File: src/rtl/clock_pkg.sv
// Shared types and limits for the clock auto-set sequencer.
package clock_pkg;

  typedef enum logic [3:0] {
    IDLE     = 4'd0,
    MIN_CHK  = 4'd1,
    MIN_ADV  = 4'd2,
    MIN_WAIT = 4'd3,
    HRS_CHK  = 4'd4,
    HRS_ADV  = 4'd5,
    HRS_WAIT = 4'd6,
    DAY_CHK  = 4'd7,
    DAY_ADV  = 4'd8,
    DAY_WAIT = 4'd9,
    DONE     = 4'd10
  } autoset_state_e;

  localparam logic [6:0] MIN_MAX   = 7'd59;
  localparam logic [6:0] HRS_MAX   = 7'd11;
  localparam logic [2:0] DAY_MAX   = 3'd6;
  localparam logic [6:0] MAX_STEPS = 7'd91;

endpackage

File: src/rtl/autoset_pulser.sv
// Registers the one-cycle advance pulse and times the settle gap that follows it.
module autoset_pulser #(
  parameter int SETTLE = 1
) (
  input  logic       clk,
  input  logic       rst,
  input  logic [2:0] adv_req,
  output logic [2:0] adv_pulse,
  output logic       settled
);

  localparam logic [2:0] SETTLE_CNT = 3'(SETTLE);

  logic [2:0] pulse_q, pulse_d;
  logic [2:0] cnt_q, cnt_d;

  // Reload the settle timer on every pulse, then count it down to zero.
  always_comb begin
    pulse_d = adv_req;
    cnt_d   = cnt_q;
    if (adv_req != 3'b000) begin
      cnt_d = SETTLE_CNT;
    end else if (cnt_q != 3'd0) begin
      cnt_d = cnt_q - 3'd1;
    end else begin
      cnt_d = cnt_q;
    end
  end

  // Pulse and timer registers.
  always_ff @(posedge clk or negedge rst) begin
    if (!rst) begin
      pulse_q <= 3'b000;
      cnt_q   <= 3'd0;
    end else begin
      pulse_q <= pulse_d;
      cnt_q   <= cnt_d;
    end
  end

  assign adv_pulse = pulse_q;
  assign settled   = (cnt_q == 3'd0);

endmodule

File: src/rtl/clock_autoset.sv
// Drives the clock-core set buttons until live time matches a latched target.
// Optional AUTOSET_TIMEOUT_EN bounds the number of advance pulses per operation.
module clock_autoset
  import clock_pkg::*;
#(
  parameter int SETTLE = 1
) (
  input  logic       clk,
  input  logic       rst,
  input  logic       start,
  input  logic       abort,
  input  logic [6:0] tgt_min,
  input  logic [6:0] tgt_hrs,
  input  logic       tgt_pm,
  input  logic [2:0] tgt_day,
  input  logic [6:0] cur_min,
  input  logic [6:0] cur_hrs,
  input  logic       cur_pm,
  input  logic [2:0] cur_day,
  output logic       timeset,
  output logic       minadv,
  output logic       hrsadv,
  output logic       dayadv,
  output logic       busy,
  output logic       done,
  output logic       err
);

  autoset_state_e state_q, state_d;
  logic [6:0] tmin_q, tmin_d, thrs_q, thrs_d;
  logic       tpm_q, tpm_d;
  logic [2:0] tday_q, tday_d;
  logic       err_d, err_q, done_q, busy_q, timeset_q;
  logic [2:0] adv_req, adv_pulse;
  logic       settled, step_ok;
  logic       min_match, hrs_match, day_match;

`ifdef AUTOSET_TIMEOUT_EN
  logic [6:0] steps_q, steps_d;
  assign step_ok = (steps_q < MAX_STEPS);
`else
  assign step_ok = 1'b1;
`endif

  assign min_match = (cur_min == tmin_q);
  assign hrs_match = (cur_hrs == thrs_q) && (cur_pm == tpm_q);
  assign day_match = (cur_day == tday_q);

  // Phase sequencing; the day is set last since an hour wrap can move it.
  always_comb begin
    state_d = state_q;
    tmin_d  = tmin_q;
    thrs_d  = thrs_q;
    tpm_d   = tpm_q;
    tday_d  = tday_q;
    err_d   = 1'b0;
    case (state_q)
      IDLE: begin
        if (start) begin
          tmin_d = tgt_min;
          thrs_d = tgt_hrs;
          tpm_d  = tgt_pm;
          tday_d = tgt_day;
          if ((tgt_min > MIN_MAX) || (tgt_hrs > HRS_MAX) || (tgt_day > DAY_MAX)) begin
            err_d = 1'b1;
          end else begin
            state_d = MIN_CHK;
          end
        end else begin
          state_d = IDLE;
        end
      end
      MIN_CHK: begin
        if (min_match) begin
          state_d = HRS_CHK;
        end else if (step_ok) begin
          state_d = MIN_ADV;
        end else begin
          err_d   = 1'b1;
          state_d = IDLE;
        end
      end
      MIN_ADV:  state_d = MIN_WAIT;
      MIN_WAIT: state_d = settled ? MIN_CHK : MIN_WAIT;
      HRS_CHK: begin
        if (hrs_match) begin
          state_d = DAY_CHK;
        end else if (step_ok) begin
          state_d = HRS_ADV;
        end else begin
          err_d   = 1'b1;
          state_d = IDLE;
        end
      end
      HRS_ADV:  state_d = HRS_WAIT;
      HRS_WAIT: state_d = settled ? HRS_CHK : HRS_WAIT;
      DAY_CHK: begin
        if (day_match) begin
          state_d = DONE;
        end else if (step_ok) begin
          state_d = DAY_ADV;
        end else begin
          err_d   = 1'b1;
          state_d = IDLE;
        end
      end
      DAY_ADV:  state_d = DAY_WAIT;
      DAY_WAIT: state_d = settled ? DAY_CHK : DAY_WAIT;
      DONE:     state_d = IDLE;
      default:  state_d = IDLE;
    endcase
    if ((state_q != IDLE) && abort) begin
      state_d = IDLE;
      err_d   = 1'b0;
    end else begin
      state_d = state_d;
    end
  end

  assign adv_req = {state_d == DAY_ADV, state_d == HRS_ADV, state_d == MIN_ADV};

`ifdef AUTOSET_TIMEOUT_EN
  // Per-operation pulse budget, cleared when an operation is accepted.
  always_comb begin
    steps_d = steps_q;
    if ((state_q == IDLE) && (state_d == MIN_CHK)) begin
      steps_d = 7'd0;
    end else if (adv_req != 3'b000) begin
      steps_d = steps_q + 7'd1;
    end else begin
      steps_d = steps_q;
    end
  end

  // Pulse budget register.
  always_ff @(posedge clk or negedge rst) begin
    if (!rst) begin
      steps_q <= 7'd0;
    end else begin
      steps_q <= steps_d;
    end
  end
`endif

  // State, latched target and registered status outputs.
  always_ff @(posedge clk or negedge rst) begin
    if (!rst) begin
      state_q   <= IDLE;
      tmin_q    <= 7'd0;
      thrs_q    <= 7'd0;
      tpm_q     <= 1'b0;
      tday_q    <= 3'd0;
      err_q     <= 1'b0;
      done_q    <= 1'b0;
      busy_q    <= 1'b0;
      timeset_q <= 1'b0;
    end else begin
      state_q   <= state_d;
      tmin_q    <= tmin_d;
      thrs_q    <= thrs_d;
      tpm_q     <= tpm_d;
      tday_q    <= tday_d;
      err_q     <= err_d;
      done_q    <= (state_d == DONE);
      busy_q    <= (state_d != IDLE);
      timeset_q <= (state_d != IDLE);
    end
  end

  autoset_pulser #(.SETTLE(SETTLE)) u_pulser (
    .clk       (clk),
    .rst       (rst),
    .adv_req   (adv_req),
    .adv_pulse (adv_pulse),
    .settled   (settled)
  );

  assign minadv  = adv_pulse[0];
  assign hrsadv  = adv_pulse[1];
  assign dayadv  = adv_pulse[2];
  assign timeset = timeset_q;
  assign busy    = busy_q;
  assign done    = done_q;
  assign err     = err_q;

endmodule

File: config.mk
export PLATFORM = sky130hd
export DESIGN_NAME = clock_autoset
export DESIGN_NICKNAME = d
export VERILOG_FILES = /design/src/rtl/clock_pkg.sv /design/src/rtl/autoset_pulser.sv /design/src/rtl/clock_autoset.sv
export SDC_FILE = /design/constraint.sdc
export NUM_CORES = 1
export LEC_CHECK = 0
export CAP_MARGIN = 25
export CORE_AREA = 5 5 80 60
export CTS_CLUSTER_DIAMETER = 60
export DETAILED_ROUTE_END_ITERATION = 8
export DIE_AREA = 0 0 85 65
export PLACE_DENSITY = 0.73
export SYNTH_ARGS = -nofsm -noshare
export SYNTH_HDL_FRONTEND = slang
export SYNTH_SLANG_ARGS = --single-unit
File: constraint.sdc
create_clock -name clk -period 2.38 [get_ports clk]
set_input_delay 0.714 -clock clk [delete_from_list [all_inputs] [get_ports clk]]
set_output_delay 0.714 -clock clk [all_outputs]
set_load 0.01 [all_outputs]
==> impl_metrics.json, run 1 <==
{
  "synth_area_um2": 1590,
  "vias": 1364,
  "fin_skew_ns": 0.00472,
  "cts.sinks": 31,
  "ys_warn_count": 0,
  "setup-violations-final": 0,
  "crit_fanout": 4,
  "critPathLaunchType": "primary input",
  "place_congestion": 0.833,
  "routed_wirelength_mm": 4.22,
  "hold_buffers": 0,
  "synthArstFlopShare_pct": 100,
  "drc": 0,
  "crit_arrival_ns": 2.51,
  "slew_violations": 0,
  "ir_worst_vdd_v": 0.000644,
  "start_util_pct": 39.3,
  "vias_per_cell": 5.13,
  "clock_path_buffers": 2,
  "period_share_pct": 99.0,
  "synth_area_per_cell_um2": 11.3,
  "fp-row-count": 20,
  "ys_seq_area_share_pct": 48.7,
  "endpoint_kind": "register",
  "track_usage_pct": 16.4,
  "pin_count": 47,
  "hpwl_mm": 3.24,
  "fin_area_um2": 2470,
  "crit_required_ns": 2.53,
  "drive_above_1_share_pct": 31.3,
  "antenna_found_initial": 0,
  "syn_nets": 183,
  "placed_cell_area_um2": 2240,
  "coreArea_um2": 4050,
  "place_ws_ns": -0.680,
  "worst_slew_pin_slew_ns": 0.440,
  "crit_type": "primary input to register",
  "worstSkewPairLatency_ns": 0.28,
  "slew_headroom_pct": 70.4,
  "synth-edff-count": 0,
  "ctsHtreeMaxLevel": 2,
  "power_density_nw_per_um2": 1130,
  "nets": 252,
  "min_path_cells": 1,
  "clkTransAtPathRegs_ns": 0.06,
  "drt_pass1_iterations": 4,
  "numPortBuffers": 46,
  "max_cap_viol_count": 0,
  "grt_overflow": 0,
  "total_power_w": 0.00278,
  "timing.fmax_ghz": 0.424,
  "drtAntennaViolNets": 0,
  "synth_cell_types": 37,
  "synth.ff_latch_count": 31,
  "cts_tree": "yes",
  "setup_ws_ns": 0.0232,
  "finalHoldViolCount": 0,
  "grt_pass1_wl_mm": 6.84,
  "status": "completed",
  "die_w_um": 85,
  "post_drt_wl_per_cell_um": 15.8,
  "syn_inst": 141,
  "post-route-min-period_ns": 2.36,
  "die_height_um": 65,
  "cts_inserted_buffers": 5,
  "root_buffer": "clkbuf_8",
  "p_leak_nw": 1.14,
  "n_antenna_cell": 0,
  "grt_pass1_vias": 1492,
  "rr_worst_depth": 10,
  "worstHoldPathType": "register to register",
  "yosys_most_used_dff": "dfrtp_1",
  "fin_hold_ws_ns": 0.529,
  "die-area_um2": 5530,
  "grt_max_degree": 32,
  "syn_to_final_growth_pct": 55.1,
  "drtIter0Drc": 68
}
[kinds of logic (layout without fill, tap and decap cells)]
logic type               after synthesis  after routing  synth area share (%)
adder cells (fa/ha/maj)                3              3                  2.20
AO/OA/AOI/OAI                         14             14                  5.35
buffers and inverters                  9             79                  2.59
XOR/XNOR                              19             19                  10.5
AND/OR/NAND/NOR                       46             46                  17.3
multiplexers                          19             19                  13.4
flip-flops                            31             31                  48.7
[stage by stage]
step	TNS, ns	std cells	utilization, %
final	0	266	60.9
after global routing	-0.0832	266	60.9
after CTS	0	266	59.0
after detailed placement	-3.25	256	55.2
after global placement	-2.26	256	55.2
after floorplan	0	141	-
[report_power, final]
| part | switching, W | internal (W) |
|---|---|---|
| Combinational | 0.000626 | 0.000781 |
| Sequential | 0.000160 | 0.000767 |
| Clock | 0.000188 | 0.000263 |
| Total | 0.000974 | 0.00181 |
[registers in the layout, summed over array words and instances, names as in the netlist, 3 cells and up]
signal / flops
thrs_q: 7
tmin_q: 7
state_q: 4
tday_q: 3
u_pulser.adv_pulse: 3
u_pulser.cnt_q: 3
[layer usage]
metal	vias to the layer above	routed length, um	GRT usage (%)
li1	636	-	-
met1	672	1670	17.4
met2	47	2200	28.5
met3	9	236	6.61
met4	0	109	8.10
met5	-	0	0
[worst paths after layout]
check / start / endpoint / slack, ns
max: cur_day[1] / u_pulser.cnt_q[0] / 0.02
min: tmin_q[3] / tmin_q[3] / 0.53
max reg2reg: u_pulser.cnt_q[0] / u_pulser.cnt_q[0] / 0.05
min reg2reg: tmin_q[3] / tmin_q[3] / 0.53
max in group asynchronous: rst / tday_q[0] / 1.27
min in group asynchronous: rst / thrs_q[5] / 0.81
[cell type report]
cell class,instances,area (um2)
clock inverters,1,7.51
clock buffers,7,96.3
fillers,333,1590
well taps,55,68.8
multi-input cells,101,867
flip-flops and latches,31,776
inverters,4,15.0
repair buffers,67,638
[synthesized netlist by cell type (all sizes together), types with 3 or more instances]
| cell type | count | area share (%) |
|---|---|---|
| nor2 | 8 | 1.9 |
| mux2 | 18 | 13 |
| a21oi | 5 | 1.6 |
| nor2b | 5 | 2.1 |
| dfrtp | 31 | 49 |
| nor3 | 5 | 1.9 |
| nor4 | 3 | 1.2 |
| nand3 | 4 | 1.3 |
| nand4 | 4 | 1.6 |
| xnor2 | 9 | 5.0 |
| o21ai | 4 | 1.3 |
| inv | 4 | 0.94 |
| xor2 | 10 | 5.5 |
| nand2 | 4 | 0.94 |
| buf | 4 | 1.4 |
[placed cells by master (no fill, tap or decap), types with 2 or more instances in the layout]
master           count
o21ai_0              3
clkdlybuf4s15_1      4
inv_1                3
clkbuf_8             7
nor3b_1              2
dlymetal6s2s_1      12
dfrtp_1             31
xor2_1              10
nand3_1              3
nor4_2               2
mux2_2              18
nor2_1               8
nor3_2               4
a21oi_2              3
nor2b_1              4
dlygate4sd2_1        8
nand2_1              4
clkdlybuf4s50_1     22
xnor2_1              9
or3_1                2
or4_1                2
buf_4               21
nand4_1              4
a21oi_1              2
[repair_timing]
| item | 4_1_cts | 5_1_grt |
|---|---|---|
| buffers inserted | 2 | 0 |
| resized for setup | 22 | 26 |
| hold endpoints to repair | 0 | 0 |
| pin swaps | 11 | 19 |
| endpoints found under the setup margin | 5 | 5 |
[worst max-delay path, stage by stage]
cell,delay [ns]
dlygate4sd2_1,0.24
xor2_1,0.13
or4_1,0.53
o311ai_4,0.12
nor3_4,0.10
and2_4,0.15
or4_1,0.52
No activity file was read; power rests on OpenSTA's default activity.
==> inputs of run 2 (changes only) <==
Settings changed: CORE_AREA 5 5 80 60 to 5 5 53 90, DIE_AREA 0 0 85 65 to 0 0 58 95.
==> run 2 against run 1 <==
Final cell count unchanged. Worst hold slack worse by 0.0036 ns. Via count rose by 0.66%. Total power decreased by 4.6%. Clock power fell by 12%. Sequential power down 0.8%. Fmax up 0.57%. Sequential share of layout area is 0.26 points higher. Register-to-register slack improved by 0.06 ns. Largest power group unchanged. Highest routed layer unchanged.
==> impl_metrics.json, run 2 (synthesis gave the netlist of run 1 again) <==
{
  "cp_slowest_cell": "or4_4",
  "routed_wirelength_mm": 3.86,
  "post_drt_wl_per_cell_um": 14.5,
  "place_congestion": 0.884,
  "crit_arrival_ns": 2.50,
  "worst_slew_pin_slew_ns": 0.387,
  "grt_pass1_wl_mm": 6.67,
  "reg.largest.list": "thrs_q: 7 flops, tmin_q: 7 flops, state_q: 4 flops",
  "die_w_um": 58,
  "cpPeakStageDelay_ns": 0.55,
  "drt_pass1_iterations": 4,
  "vias_per_cell": 5.16,
  "timing.fmax_ghz": 0.427,
  "drtIter0Drc": 26,
  "track_usage_pct": 15.8,
  "fp-row-count": 31,
  "start_util_pct": 39.5,
  "finalHoldViolCount": 0,
  "grt_pass1_vias": 1532,
  "final_cell_mix": "dfrtp_1 (31), buf_4 (27), clkdlybuf4s50_1 (26), mux2_2 (18), xor2_1 (10)",
  "n_antenna_cell": 0,
  "place_ws_ns": -0.505,
  "die_height_um": 95,
  "endpoint_kind": "register",
  "setup_ws_ns": 0.0365,
  "ir_worst_vdd_v": 0.000651,
  "final_cells": 266,
  "clkTransAtPathRegs_ns": 0.06,
  "ctsHtreeMaxLevel": 2,
  "crit_type": "primary input to register",
  "die-area_um2": 5510,
  "rsz0062_at_grt": "no",
  "period_share_pct": 98.5,
  "root_buffer": "clkbuf_8",
  "worstHoldPathType": "register to register",
  "p_leak_nw": 1.12,
  "max_cap_viol_count": 0,
  "crit_chain": "dlygate4sd2_1 -> xor2_1 -> or4_4 -> o311ai_4 -> nor3_4 -> and2_4 -> or4_1",
  "syn_to_final_growth_pct": 53.9,
  "setup-violations-final": 0,
  "cts.sinks": 31,
  "fin_hold_ws_ns": 0.525,
  "drc": 0,
  "path_delay_family": "simple AND/OR/NAND/NOR gates",
  "vias": 1373,
  "status": "completed",
  "drtAntennaViolNets": 0,
  "slew_violations": 0,
  "hpwl_mm": 3.05,
  "worstSkewPairLatency_ns": 0.28,
  "crit_fanout": 4,
  "clock_path_buffers": 2,
  "numPortBuffers": 46,
  "grt_max_degree": 32,
  "coreArea_um2": 4030,
  "mostFrequentLayoutCell": "dfrtp_1",
  "cts_inserted_buffers": 5,
  "fin_setup_tns_ns": 0,
  "fin_skew_ns": 0.00515,
  "grt_overflow": 0,
  "critPathBufInv": 1,
  "hold_buffers": 0,
  "antenna_found_initial": 0,
  "cts_tree": "yes",
  "crit_required_ns": 2.53,
  "post-route-min-period_ns": 2.34,
  "total_power_w": 0.00266,
  "critPathLaunchType": "primary input",
  "nets": 258,
  "place_inst": 250,
  "slew_headroom_pct": 74.2,
  "pin_count": 47,
  "drive_above_1_share_pct": 33.6,
  "power_density_nw_per_um2": 1090
}
run 2: per-layer routing:
layer / wire [um] / track usage [%]
met4: 121 / 7.74
met3: 212 / 3.83
met2: 2260 / 30.3
met5: 0 / 0
met1: 1270 / 15.1
run 2: metrics by stage:
step	utilization, %	instance area [um2]
after floorplan	-	1590
after global placement	55.3	2230
after detailed placement	55.3	2230
after CTS	59.7	2410
after global routing	60.7	2450
final	60.7	2450
run 2: area by class of cell:
cell class	instances	area, um2
tap	49	61.3
inverter	4	15.0
sequential	31	776
multi-input combinational	101	851
fill	359	1590
clock inverter	2	12.5
timing repair buffer	73	661
clock buffer	6	72.6
run 2: what timing repair did:
item,in CTS,in global routing
endpoints found under the hold margin,0,0
gates resized for setup,21,23
setup endpoints to repair,4,3
buffers inserted,7,1
pin swaps,13,15
run 2: path summary, 6_finish.rpt:
path | start | cells after the start | slack (ns) | endpoint
max | cur_day[2] | 7 | 0.04 | u_pulser.cnt_q[0]
min | tday_q[2] | 1 | 0.52 | tday_q[2]
max reg2reg | u_pulser.cnt_q[0] | 8 | 0.11 | u_pulser.cnt_q[0]
min reg2reg | tday_q[2] | 1 | 0.52 | tday_q[2]
max in group asynchronous | rst | 2 | 1.28 | state_q[1]
min in group asynchronous | rst | 2 | 0.81 | thrs_q[1]
run 2: power by group:
group          internal, W  switching [W]
combinational     0.000754       0.000586
clock             0.000204       0.000193
sequential        0.000767       0.000154
total              0.00172       0.000932
==> inputs of run 3 (changes only) <==
Clock period 2.38 ns to 1.96 ns, I/O delays scaled along.
==> run 3 against run 2 <==
The run now ends with negative setup slack left. Core utilization increased by 8.2 points. Cell area increased by 13%. Sequential share of layout area decreased by 3.8 points. Global-route usage increased by 3.3 points.
==> impl_metrics.json, run 3 (synthesis gave the netlist of run 1 again) <==
{
  "status": "complete, but fails checks",
  "violations": "negative setup slack",
  "vias": 1495,
  "timing.fmax_ghz": 0.451,
  "crit_type": "register to register",
  "crit_chain": "nand4b_1 -> or4_4 -> o311ai_4 -> nor3_4 -> and2_4 -> or4_1",
  "worstSkewPairLatency_ns": 0.28,
  "clkTransAtPathRegs_ns": 0.07,
  "grt_overflow": 0,
  "final_core_util_pct": 68.9,
  "setup_ws_ns": -0.258,
  "drive_above_1_share_pct": 47.5,
  "drtIter0Drc": 34,
  "vias_per_cell": 5.25,
  "critPathLaunchType": "register",
  "fp-row-count": 31,
  "ctsHtreeMaxLevel": 2,
  "slew_violations": 0,
  "pwr-share-comb_pct": 56.3,
  "mostFrequentLayoutCell": "buf_4",
  "p_leak_nw": 1.24,
  "cts_tree": "yes",
  "fin_area_um2": 2780,
  "path_delay_family": "simple AND/OR/NAND/NOR gates",
  "grt_pass1_wl_mm": 7.90,
  "grt_max_degree": 32,
  "cp_slowest_cell": "or4_4",
  "place_inst": 258,
  "die_height_um": 95,
  "fin_skew_ns": 0.00419,
  "reg.largest.list": "thrs_q: 7 flops, tmin_q: 7 flops, state_q: 4 flops",
  "period_share_pct": 113,
  "place_ws_ns": -0.831,
  "p_switching_w": 0.00142,
  "place_congestion": 0.835,
  "cts_inserted_buffers": 5,
  "crit_arrival_ns": 2.36,
  "rsz0062_at_grt": "yes",
  "root_buffer": "clkbuf_8",
  "start_util_pct": 39.5,
  "final_cells": 285,
  "post-route-min-period_ns": 2.22,
  "slew_headroom_pct": 73.5,
  "finalHoldViolCount": 0,
  "drc": 0,
  "numPortBuffers": 46,
  "max_cap_viol_count": 0,
  "final_cell_mix": "buf_4 (39), dfrtp_1 (31), clkdlybuf4s50_1 (22), mux2_2 (18), dlygate4sd2_1 (14)",
  "setup-violations-final": 7,
  "pwr-share-seq_pct": 27.6,
  "drtAntennaViolNets": 0,
  "die-area_um2": 5510,
  "critPathBufInv": 0,
  "drt_pass1_iterations": 4,
  "nets": 277,
  "crit_fanout": 5,
  "p_int_w": 0.00266,
  "antenna_found_initial": 0,
  "die_w_um": 58,
  "cts.sinks": 31,
  "post_drt_wl_per_cell_um": 17.2,
  "track_usage_pct": 19.1,
  "endpoint_kind": "register",
  "coreArea_um2": 4030,
  "worst_slew_pin_slew_ns": 0.397,
  "power_density_nw_per_um2": 1470,
  "crit_required_ns": 2.10,
  "syn_to_final_growth_pct": 74.5,
  "ir_worst_vdd_v": 0.00113,
  "pwr-share-clk_pct": 16.0,
  "cpPeakStageDelay_ns": 0.56,
  "n_antenna_cell": 0,
  "worstHoldPathType": "register to register",
  "clock_path_buffers": 2,
  "hpwl_mm": 3.24,
  "sw_frac_of_total_pct": 34.8,
  "routed_wirelength_mm": 4.91,
  "total_power_w": 0.00407,
  "pin_count": 47,
  "placed_cell_area_um2": 2320,
  "grt_pass1_vias": 1808
}
==> run 3: layout make-up <==
class / count / area [um2]
fillers: 297 / 1260
multi-input cells: 101 / 997
repair buffers: 92 / 811
flip-flops and latches: 31 / 776
clock buffers: 6 / 82.6
well taps: 49 / 61.3
clock inverters: 2 / 35.0
inverters: 4 / 15.0
==> run 3: what timing repair did <==
item / CTS / global route
endpoints found under the setup margin: 9 / 8
resized for setup: 54 / 38
cloned: 0 / 0
hold buffers: 0 / 0
pin swaps: 31 / 17
setup buffers: 16 / 7
==> run 3: worst paths after layout <==
path                       startpoint                     to  slack [ns]  cells past startpoint
max                        state_q[3]      u_pulser.cnt_q[0]       -0.26                      6
min reg2reg                     tpm_q                  tpm_q        0.53                      1
min                             tpm_q                  tpm_q        0.53                      1
min in group asynchronous         rst                    err        0.70                      2
max in group asynchronous         rst  u_pulser.adv_pulse[2]        0.97                      2
max reg2reg                state_q[3]      u_pulser.cnt_q[0]       -0.26                      6
==> run 3: routing by layer <==
metal	up-vias	global-route usage [%]	wire length (um)	part of all wire, %
met4	0	11.6	279	5.7
li1	687	-	-	-
met2	57	38.0	2880	59
met5	-	0	0	0
met1	729	16.5	1530	31
met3	22	3.69	220	4.5
==> run 3: through the flow <==
| step | hold WS [ns] | TNS (ns) |
|---|---|---|
| after floorplan | 0.292 | -0.310 |
| after global placement | 0.509 | -5.11 |
| after detailed placement | 0.513 | -5.56 |
| after CTS | 0.528 | -0.543 |
| after global routing | 0.548 | -1.08 |
| final | 0.528 | -0.673 |
==> run 3: power groups by stage <==
| stage | Sequential (W) | Combinational, W | Clock, W |
|---|---|---|---|
| floorplan | 0.00110 | 0.000987 | 0 |
| global placement | 0.00111 | 0.00163 | 0 |
| detailed placement | 0.00113 | 0.00169 | 0 |
| CTS | 0.00113 | 0.00203 | 0.000663 |
| global route | 0.00116 | 0.00246 | 0.000706 |
| finish | 0.00113 | 0.00229 | 0.000652 |
